$ cat config.mk
export PLATFORM = sky130hd
export DESIGN_NAME = prog_updown_counter
export DESIGN_NICKNAME = d
export VERILOG_FILES = /design/src/rtl/counter_pkg.sv /design/src/rtl/counter_step.sv /design/src/rtl/prog_updown_counter.sv
export SDC_FILE = /design/constraint.sdc
export NUM_CORES = 1
export LEC_CHECK = 0
export CAP_MARGIN = 20
export CELL_PAD_IN_SITES_DETAIL_PLACEMENT = 1
export CELL_PAD_IN_SITES_GLOBAL_PLACEMENT = 1
export CORE_MARGIN = 4
export CORE_UTILIZATION = 33
export DETAILED_ROUTE_END_ITERATION = 7
export PLACE_DENSITY_LB_ADDON = 0.15
export SKIP_LAST_GASP = 1
export SLEW_MARGIN = 10
export SYNTH_ARGS = -nofsm -noshare
export SYNTH_HDL_FRONTEND = slang
export SYNTH_SLANG_ARGS = --single-unit
$ cat constraint.sdc
create_clock -name clk -period 2.1 [get_ports clk]
set_clock_uncertainty 0.15 [all_clocks]
set_input_delay 0.42 -clock clk [delete_from_list [all_inputs] [get_ports clk]]
set_output_delay 0.42 -clock clk [all_outputs]
set_load 0.05 [all_outputs]
$ cat src/rtl/counter_pkg.sv
// Shared types and defaults for the programmable up/down counter.
// The mode and FSM encodings are used by both the step logic and the top.
package counter_pkg;

   typedef enum logic [1:0] {
      WRAP    = 2'd0,
      SAT     = 2'd1,
      ONESHOT = 2'd2,
      RSVD    = 2'd3
   } mode_e;

   typedef enum logic {
      RUN  = 1'b0,
      DONE = 1'b1
   } state_e;

   localparam int unsigned WIDTH_DEF   = 8;
   localparam int unsigned RST_VAL_DEF = 0;

endpackage

$ cat src/rtl/counter_step.sv
// Combinational single-step logic: next count plus wrap / overflow / one-shot events.
// Load is not handled here; the top gives a load priority over any step.
module counter_step
   import counter_pkg::*;
#(
   parameter int WIDTH = WIDTH_DEF
) (
   input  logic [WIDTH-1:0] count,
   input  logic [WIDTH-1:0] limit,
   input  logic             up_dn,
   input  mode_e            mode,
   input  logic             count_enb,
   output logic [WIDTH-1:0] next_count,
   output logic             wrap,
   output logic             ovf_set,
   output logic             done_set
);

   localparam logic [WIDTH-1:0] ONE = WIDTH'(1);

   logic at_term;

   // A count left above a lowered limit is terminal going up, plain decrement going down.
   assign at_term = up_dn ? (count >= limit) : (count == '0);

   always_comb begin
      next_count = count;
      wrap       = 1'b0;
      ovf_set    = 1'b0;
      done_set   = 1'b0;
      if (count_enb) begin
         if (!at_term) begin
            next_count = up_dn ? (count + ONE) : (count - ONE);
         end else begin
            case (mode)
               SAT: begin
                  next_count = up_dn ? limit : count;
                  ovf_set    = 1'b1;
               end
               ONESHOT: begin
                  next_count = up_dn ? limit : count;
                  done_set   = 1'b1;
               end
               default: begin
                  next_count = up_dn ? '0 : limit;
                  wrap       = 1'b1;
               end
            endcase
         end
      end
   end

endmodule

$ cat src/rtl/prog_updown_counter.sv
// Programmable up/down counter with wrap / saturate / one-shot end-of-range modes,
// sticky overflow flag and registered wrap pulse.
module prog_updown_counter
   import counter_pkg::*;
#(
   parameter int          WIDTH   = WIDTH_DEF,
   parameter int unsigned RST_VAL = RST_VAL_DEF
) (
   input  logic             clk,
   input  logic             rst,
   input  logic             ld_enb,
   input  logic [WIDTH-1:0] data_in,
   input  logic             count_enb,
   input  logic             up_dn,
   input  logic [1:0]       mode,
   input  logic [WIDTH-1:0] limit,
   input  logic             clr_ovf,
   output logic [WIDTH-1:0] count_out,
   output logic             tc,
   output logic             wrap_pulse,
   output logic             ovf,
   output logic             done
);

   localparam logic [WIDTH-1:0] RST_CNT = RST_VAL[WIDTH-1:0];

   logic [WIDTH-1:0] count_p0, count_nxt, step_count;
   logic             wrap_p0, wrap_nxt, step_wrap;
   logic             ovf_p0, ovf_nxt, step_ovf;
   logic             step_done;
   state_e           state_p0, state_nxt;

   counter_step #(.WIDTH(WIDTH)) u_step (
      .count      (count_p0),
      .limit      (limit),
      .up_dn      (up_dn),
      .mode       (mode_e'(mode)),
      .count_enb  (count_enb && (state_p0 == RUN)),
      .next_count (step_count),
      .wrap       (step_wrap),
      .ovf_set    (step_ovf),
      .done_set   (step_done)
   );

   // Next-state: load beats step; a set of ovf beats a same-edge clear.
   always_comb begin
      count_nxt = count_p0;
      wrap_nxt  = 1'b0;
      ovf_nxt   = ovf_p0 && !clr_ovf;
      state_nxt = state_p0;
      if (ld_enb) begin
         count_nxt = (data_in > limit) ? limit : data_in;
         if (data_in > limit) ovf_nxt = 1'b1;
         state_nxt = RUN;
      end else begin
         count_nxt = step_count;
         wrap_nxt  = step_wrap;
         if (step_ovf)  ovf_nxt   = 1'b1;
         if (step_done) state_nxt = DONE;
      end
   end

   // Stage p0: architectural state
   always_ff @(posedge clk) begin
      if (rst) begin
         count_p0 <= RST_CNT;
         wrap_p0  <= 1'b0;
         ovf_p0   <= 1'b0;
         state_p0 <= RUN;
      end else begin
         count_p0 <= count_nxt;
         wrap_p0  <= wrap_nxt;
         ovf_p0   <= ovf_nxt;
         state_p0 <= state_nxt;
      end
   end

   assign count_out  = count_p0;
   assign wrap_pulse = wrap_p0;
   assign ovf        = ovf_p0;
   assign done       = (state_p0 == DONE);
   assign tc         = up_dn ? (count_p0 == limit) : (count_p0 == '0);

endmodule

==> results of run 1 <==
==> synthesized netlist by cell type (2+ instances only) <==
library cell	instances
sky130_fd_sc_hd__o21a_1	4
sky130_fd_sc_hd__nand2_1	18
sky130_fd_sc_hd__clkbuf_1	3
sky130_fd_sc_hd__nor4_1	4
sky130_fd_sc_hd__nor2_2	2
sky130_fd_sc_hd__nor2_1	11
sky130_fd_sc_hd__nor3_1	7
sky130_fd_sc_hd__ha_1	24
sky130_fd_sc_hd__and3_1	2
sky130_fd_sc_hd__nand4_1	4
sky130_fd_sc_hd__o211ai_1	5
sky130_fd_sc_hd__mux2i_1	5
sky130_fd_sc_hd__xnor2_1	4
sky130_fd_sc_hd__a211oi_1	7
sky130_fd_sc_hd__a211o_1	2
sky130_fd_sc_hd__o21ai_0	11
sky130_fd_sc_hd__a221oi_1	3
sky130_fd_sc_hd__a21o_1	5
sky130_fd_sc_hd__o31ai_1	2
sky130_fd_sc_hd__a21oi_1	12
sky130_fd_sc_hd__nand2b_1	2
sky130_fd_sc_hd__a31oi_1	2
sky130_fd_sc_hd__inv_1	15
sky130_fd_sc_hd__o21bai_1	2
sky130_fd_sc_hd__dfxtp_1	11
sky130_fd_sc_hd__nor3b_1	2
==> through the flow <==
step | utilization [%] | setup WS (ns) | hold WS, ns
2_1_floorplan | - | -0.100 | 0.410
3_5_place_dp | 56.9 | -0.882 | 0.401
3_3_place_gp | 56.9 | -0.778 | 0.378
4_1_cts | 69.3 | -0.270 | 0.405
==> cell families after synthesis <==
family,count (synthesis),share of synthesized area [%]
AND/OR/NAND/NOR,61,21.5
adder cells (fa/ha/maj),25,21.3
AO/OA/AOI/OAI,66,32.2
XOR/XNOR,4,2.33
buffers and inverters,19,4.73
flip-flops,11,14.6
multiplexers,5,3.32
==> timing repair <==
| item | 4_1_cts |
|---|---|
| pin swaps | 49 |
| buffers inserted | 28 |
| endpoints found under the setup margin | 12 |
| resized for setup | 109 |
| hold buffers | 0 |
==> results.py, run 1 <==
metrics = {
    "grt": {
        "antenna_found_initial": 0,
        "grt_start_max_net_pins": 13,
    },
    "clock_network": {
        "number_of_buffers_added_by_the_clock_tree_synthesis_step": 3,
        "htree_levels": 1,
        "cts_num_sinks": 11,
        "cts_buffer_depth": 2,
        "clk_root_buffer_cell": "sky130_fd_sc_hd__clkbuf_8",
    },
    "yosys": {
        "synth_area_um2": 1510,
        "unique_masters_post_synth": 48,
        "ys_seq_area_share_pct": 14.6,
        "syn-mean-instance-area_um2": 7.89,
        "synth_enable_flop_cells": 0,
        "synthArstFlopShare_pct": 0,
        "netlist_instances": 191,
        "mappedNetlistNets": 240,
        "postSynthRegisterBits": 11,
        "ys_top_cells_by_area": "sky130_fd_sc_hd__ha_1, sky130_fd_sc_hd__dfxtp_1, sky130_fd_sc_hd__nand2_1",
        "synth_warnings": 0,
        "leading_register_cell_type_out_of_synthesis": "sky130_fd_sc_hd__dfxtp_1",
        "yosys.area.top_type_share_pct": 19.9,
        "yosys.area.top_type": "sky130_fd_sc_hd__ha_1",
    },
    "die": {
        "floorplan.die.width_um": 75.6,
        "count_of_boundary_i_o_pins": 36,
        "die_y_um": 75.6,
        "placement_rows": 24,
        "floorplan.initialDensity_pct": 34.4,
    },
    "placed_design": {
        "replace_congestion": 0.994,
        "place.detailed.instances": 335,
        "dpl_cell_area_um2": 2490,
        "place_hpwl_um": 5500,
        "numPortBuffers": 35,
    },
    "timing": {
        "worst_endpoint_kind": "register data pin",
        "postGrtWorstEndpoint": "count_out[0]$_SDFFE_PP0P_/D",
    },
    "outcome": {
        "stop_stage": "global routing",
        "outcome": "did not finish",
        "error_that_halted_the_flow": "[ERROR DPL-0033] detailed placement checks failed during check placement.",
    },
}
==> inputs of run 2 (changes only) <==
- CELL_PAD_IN_SITES_DETAIL_PLACEMENT: 1 -> not set
- CELL_PAD_IN_SITES_GLOBAL_PLACEMENT: 1 -> not set
- CORE_UTILIZATION: 33 -> 40
- clock period: 2.1 -> 2.75 ns (I/O delays scaled with it)
==> results.py, run 2 <==
metrics = {
    "drt": {
        "via_count": 1757,
        "antenna_violating_nets_left": 0,
        "routedWlPerCell_um": 14.6,
        "first_pass_iters": 5,
        "dr.first_iter.drc_count": 48,
        "drt_via_density": 5.46,
        "routed_wl_um": 4690,
        "drc_errors": 0,
    },
    "die": {
        "fp.dieArea_um2": 4810,
        "design.core.area_um2": 3660,
        "die_y_um": 69.4,
        "count_of_boundary_i_o_pins": 36,
        "floorplan.initialDensity_pct": 41.1,
        "floorplan.die.width_um": 69.4,
        "placement_rows": 22,
    },
    "timing": {
        "hold_viol": 0,
        "max_clock_freq_ghz": 0.371,
        "drv_slew": 0,
        "tightest_slew_ns": 0.499,
        "setup_viol": 0,
        "period_needed_ns": 2.69,
        "slew_headroom_pct": 66.6,
        "final.period_utilization_pct": 98.0,
        "setup_repair_after_global_routing_missed_its_margin": "yes",
    },
    "clock_network": {
        "clkLatencyLatePin_ns": 0.24,
        "hold_buffers": 0,
        "cts_tree": "yes",
        "htree_levels": 1,
        "cts_num_sinks": 11,
        "clk_root_buffer_cell": "sky130_fd_sc_hd__clkbuf_8",
        "cts_buffer_depth": 2,
        "worst_setup_hold_path_clk_slew_ns": 0.05,
        "number_of_buffers_added_by_the_clock_tree_synthesis_step": 3,
    },
    "flow_run": {
        "timing.max_cap.violations": 0,
    },
    "worst_hold_path": {
        "holdCritPathClass": "flip-flop to flip-flop",
        "timing.hold.worst_path_depth": 2,
        "hold_path.startpoint": "ovf",
        "hold_path_end": "ovf",
    },
    "critical_path": {
        "cp_data_required_time_ns": 2.05,
        "crit_fanout": 2,
        "critical_path.startpoint_type": "input port",
        "cp_data_arrival_time_ns": 1.99,
        "worst_setup_path_end_kind": "output pin",
        "worstReg2RegEnd": "ovf",
        "rrSetupSlack_ns": 0.41,
        "crit_type": "input port to output pin",
        "rr_startpoint": "count_out[7]",
        "rr_worst_depth": 7,
    },
    "cells_and_area": {
        "drive_above_1_share_pct": 27.7,
        "largest_reg_flops": 8,
        "final_util_pct": 65.2,
        "final_cell_mix": "sky130_fd_sc_hd__buf_4, sky130_fd_sc_hd__clkdlybuf4s50_1, sky130_fd_sc_hd__ha_1",
        "area_growth_pct": 58.6,
        "antenna-diode-count": 0,
        "fillers": 317,
        "nNetsFinal": 324,
        "mostFrequentLayoutCell": "sky130_fd_sc_hd__buf_4",
        "final_design_area_no_fill_um2": 2390,
    },
    "yosys": {
        "synth_warnings": 0,
        "post-synth-top-count-cell": "sky130_fd_sc_hd__ha_1",
        "synth_enable_flop_cells": 0,
        "postSynthRegisterBits": 11,
        "leading_register_cell_type_out_of_synthesis": "sky130_fd_sc_hd__dfxtp_1",
        "netlist_instances": 191,
        "yosys.area.top_type": "sky130_fd_sc_hd__ha_1",
        "unique_masters_post_synth": 48,
        "synth_area_um2": 1510,
        "ys_seq_area_share_pct": 14.6,
        "synthTopCellsByCount": "sky130_fd_sc_hd__ha_1, sky130_fd_sc_hd__nand2_1, sky130_fd_sc_hd__inv_1, sky130_fd_sc_hd__a21oi_1",
        "mappedNetlistNets": 240,
        "ys_top_cells_by_area": "sky130_fd_sc_hd__ha_1, sky130_fd_sc_hd__dfxtp_1, sky130_fd_sc_hd__nand2_1",
        "synthArstFlopShare_pct": 0,
        "yosys.area.top_type_share_pct": 19.9,
        "syn-mean-instance-area_um2": 7.89,
    },
    "placed_design": {
        "dpl_cell_area_um2": 2260,
        "replace_congestion": 0.865,
        "numPortBuffers": 35,
        "place_hpwl_um": 3910,
    },
    "grt": {
        "antenna_found_initial": 0,
        "global_route_usage_over_all_layers_pct": 19.4,
        "grt_start_max_net_pins": 13,
        "first_global_vias": 1691,
        "remaining_overflow_grt": 0,
        "grt_first_pass_wirelength_um": 7780,
    },
    "outcome": {
        "outcome": "finished, final reports clean",
    },
    "power_and_ir_drop": {
        "power_density_nw_per_um2": 427,
        "vdd_ir_drop_max_mv": 0.230,
        "leakagePower_uw": 0.00108,
    },
}
## run 2: cell counts after synthesis
Identical to the previous run, type by type.
## run 2: kinds of logic (layout without fill, tap and decap cells)
group | Yosys count | after routing | share of synthesized area, %
xor+xnor | 4 | 4 | 2.33
flops | 11 | 11 | 14.6
simple gates | 61 | 61 | 21.5
mux | 5 | 5 | 3.32
compound gates | 66 | 66 | 32.2
buf+inv | 19 | 102 | 4.73
fa+ha+maj | 25 | 25 | 21.3
## run 2: worst max path at each step
stage / from / end / slack [ns] / depth (start not counted)
6_report: limit[1] / tc / 0.06 / 7
4_1_cts: limit[1] / count_out[3] / 0.03 / 8
5_1_grt: limit[1] / count_out[5] / -0.05 / 10
3_5_place_dp: limit[7] / ovf / -0.30 / 9
2_1_floorplan: count_out[0] / count_out[3] / 0.05 / 8
3_3_place_gp: limit[7] / ovf / -0.23 / 9
## run 2: per-layer routing
metal / global-route usage [%] / share of wire, % / routed length (um)
met5: 0 / 0 / 0
met4: 3.90 / 0.79 / 37
met3: 1.45 / 3.2 / 152
met2: 33.5 / 49 / 2290
met1: 26.5 / 47 / 2210
## run 2: cell type report
cell class | instances | area (um^2) | share of cell area, %
multi-input combinational | 161 | 1290 | 54.2
clock buffer | 4 | 45.0 | 1.89
timing repair buffer | 82 | 708 | 29.6
tap | 48 | 60.1 | 2.51
inverter | 16 | 60.1 | 2.51
sequential | 11 | 220 | 9.22
## run 2: report_power, final
part | switching [uW] | total (uW) | internal (uW)
Clock | 64.7 | 167 | 102
Sequential | 33.3 | 212 | 178
Combinational | 327 | 642 | 315
Total | 425 | 1020 | 595
## run 2: stage by stage
stage | setup TNS (ns) | std cells | setup slack, ns | hold WS [ns] | power [uW]
CTS | 0 | 321 | 0.0265 | 0.405 | 997
floorplan | 0 | 191 | 0.0466 | 0.540 | 562
finish | 0 | 322 | 0.0563 | 0.405 | 1020
detailed placement | -2.43 | 317 | -0.301 | 0.391 | 816
global route | -0.0931 | 322 | -0.0482 | 0.442 | 1090
global placement | -1.96 | 317 | -0.234 | 0.389 | 812
## run 2: what timing repair did
| item | in CTS | in global routing |
|---|---|---|
| pin swaps | 5 | 7 |
| cloned | 0 | 0 |
| endpoints found under the setup margin | 4 | 9 |
| resized for setup | 13 | 8 |
| setup buffers | 0 | 1 |
## run 2: worst max-delay path, stage by stage
cell,delay (ns)
sky130_fd_sc_hd__clkdlybuf4s50_1,0.48
sky130_fd_sc_hd__inv_1,0.06
sky130_fd_sc_hd__ha_1,0.34
sky130_fd_sc_hd__nand4_1,0.14
sky130_fd_sc_hd__o21ai_2,0.17
sky130_fd_sc_hd__buf_4,0.13
sky130_fd_sc_hd__buf_12,0.12
Note: power is estimated with default switching activity, not from simulation.
==> inputs of run 3 (changes only) <==
- ABC_CLOCK_PERIOD_IN_PS: not set -> 2750
==> results of run 3 <==
Same layout as run 2: the final DEF is identical, and so are final timing and power.
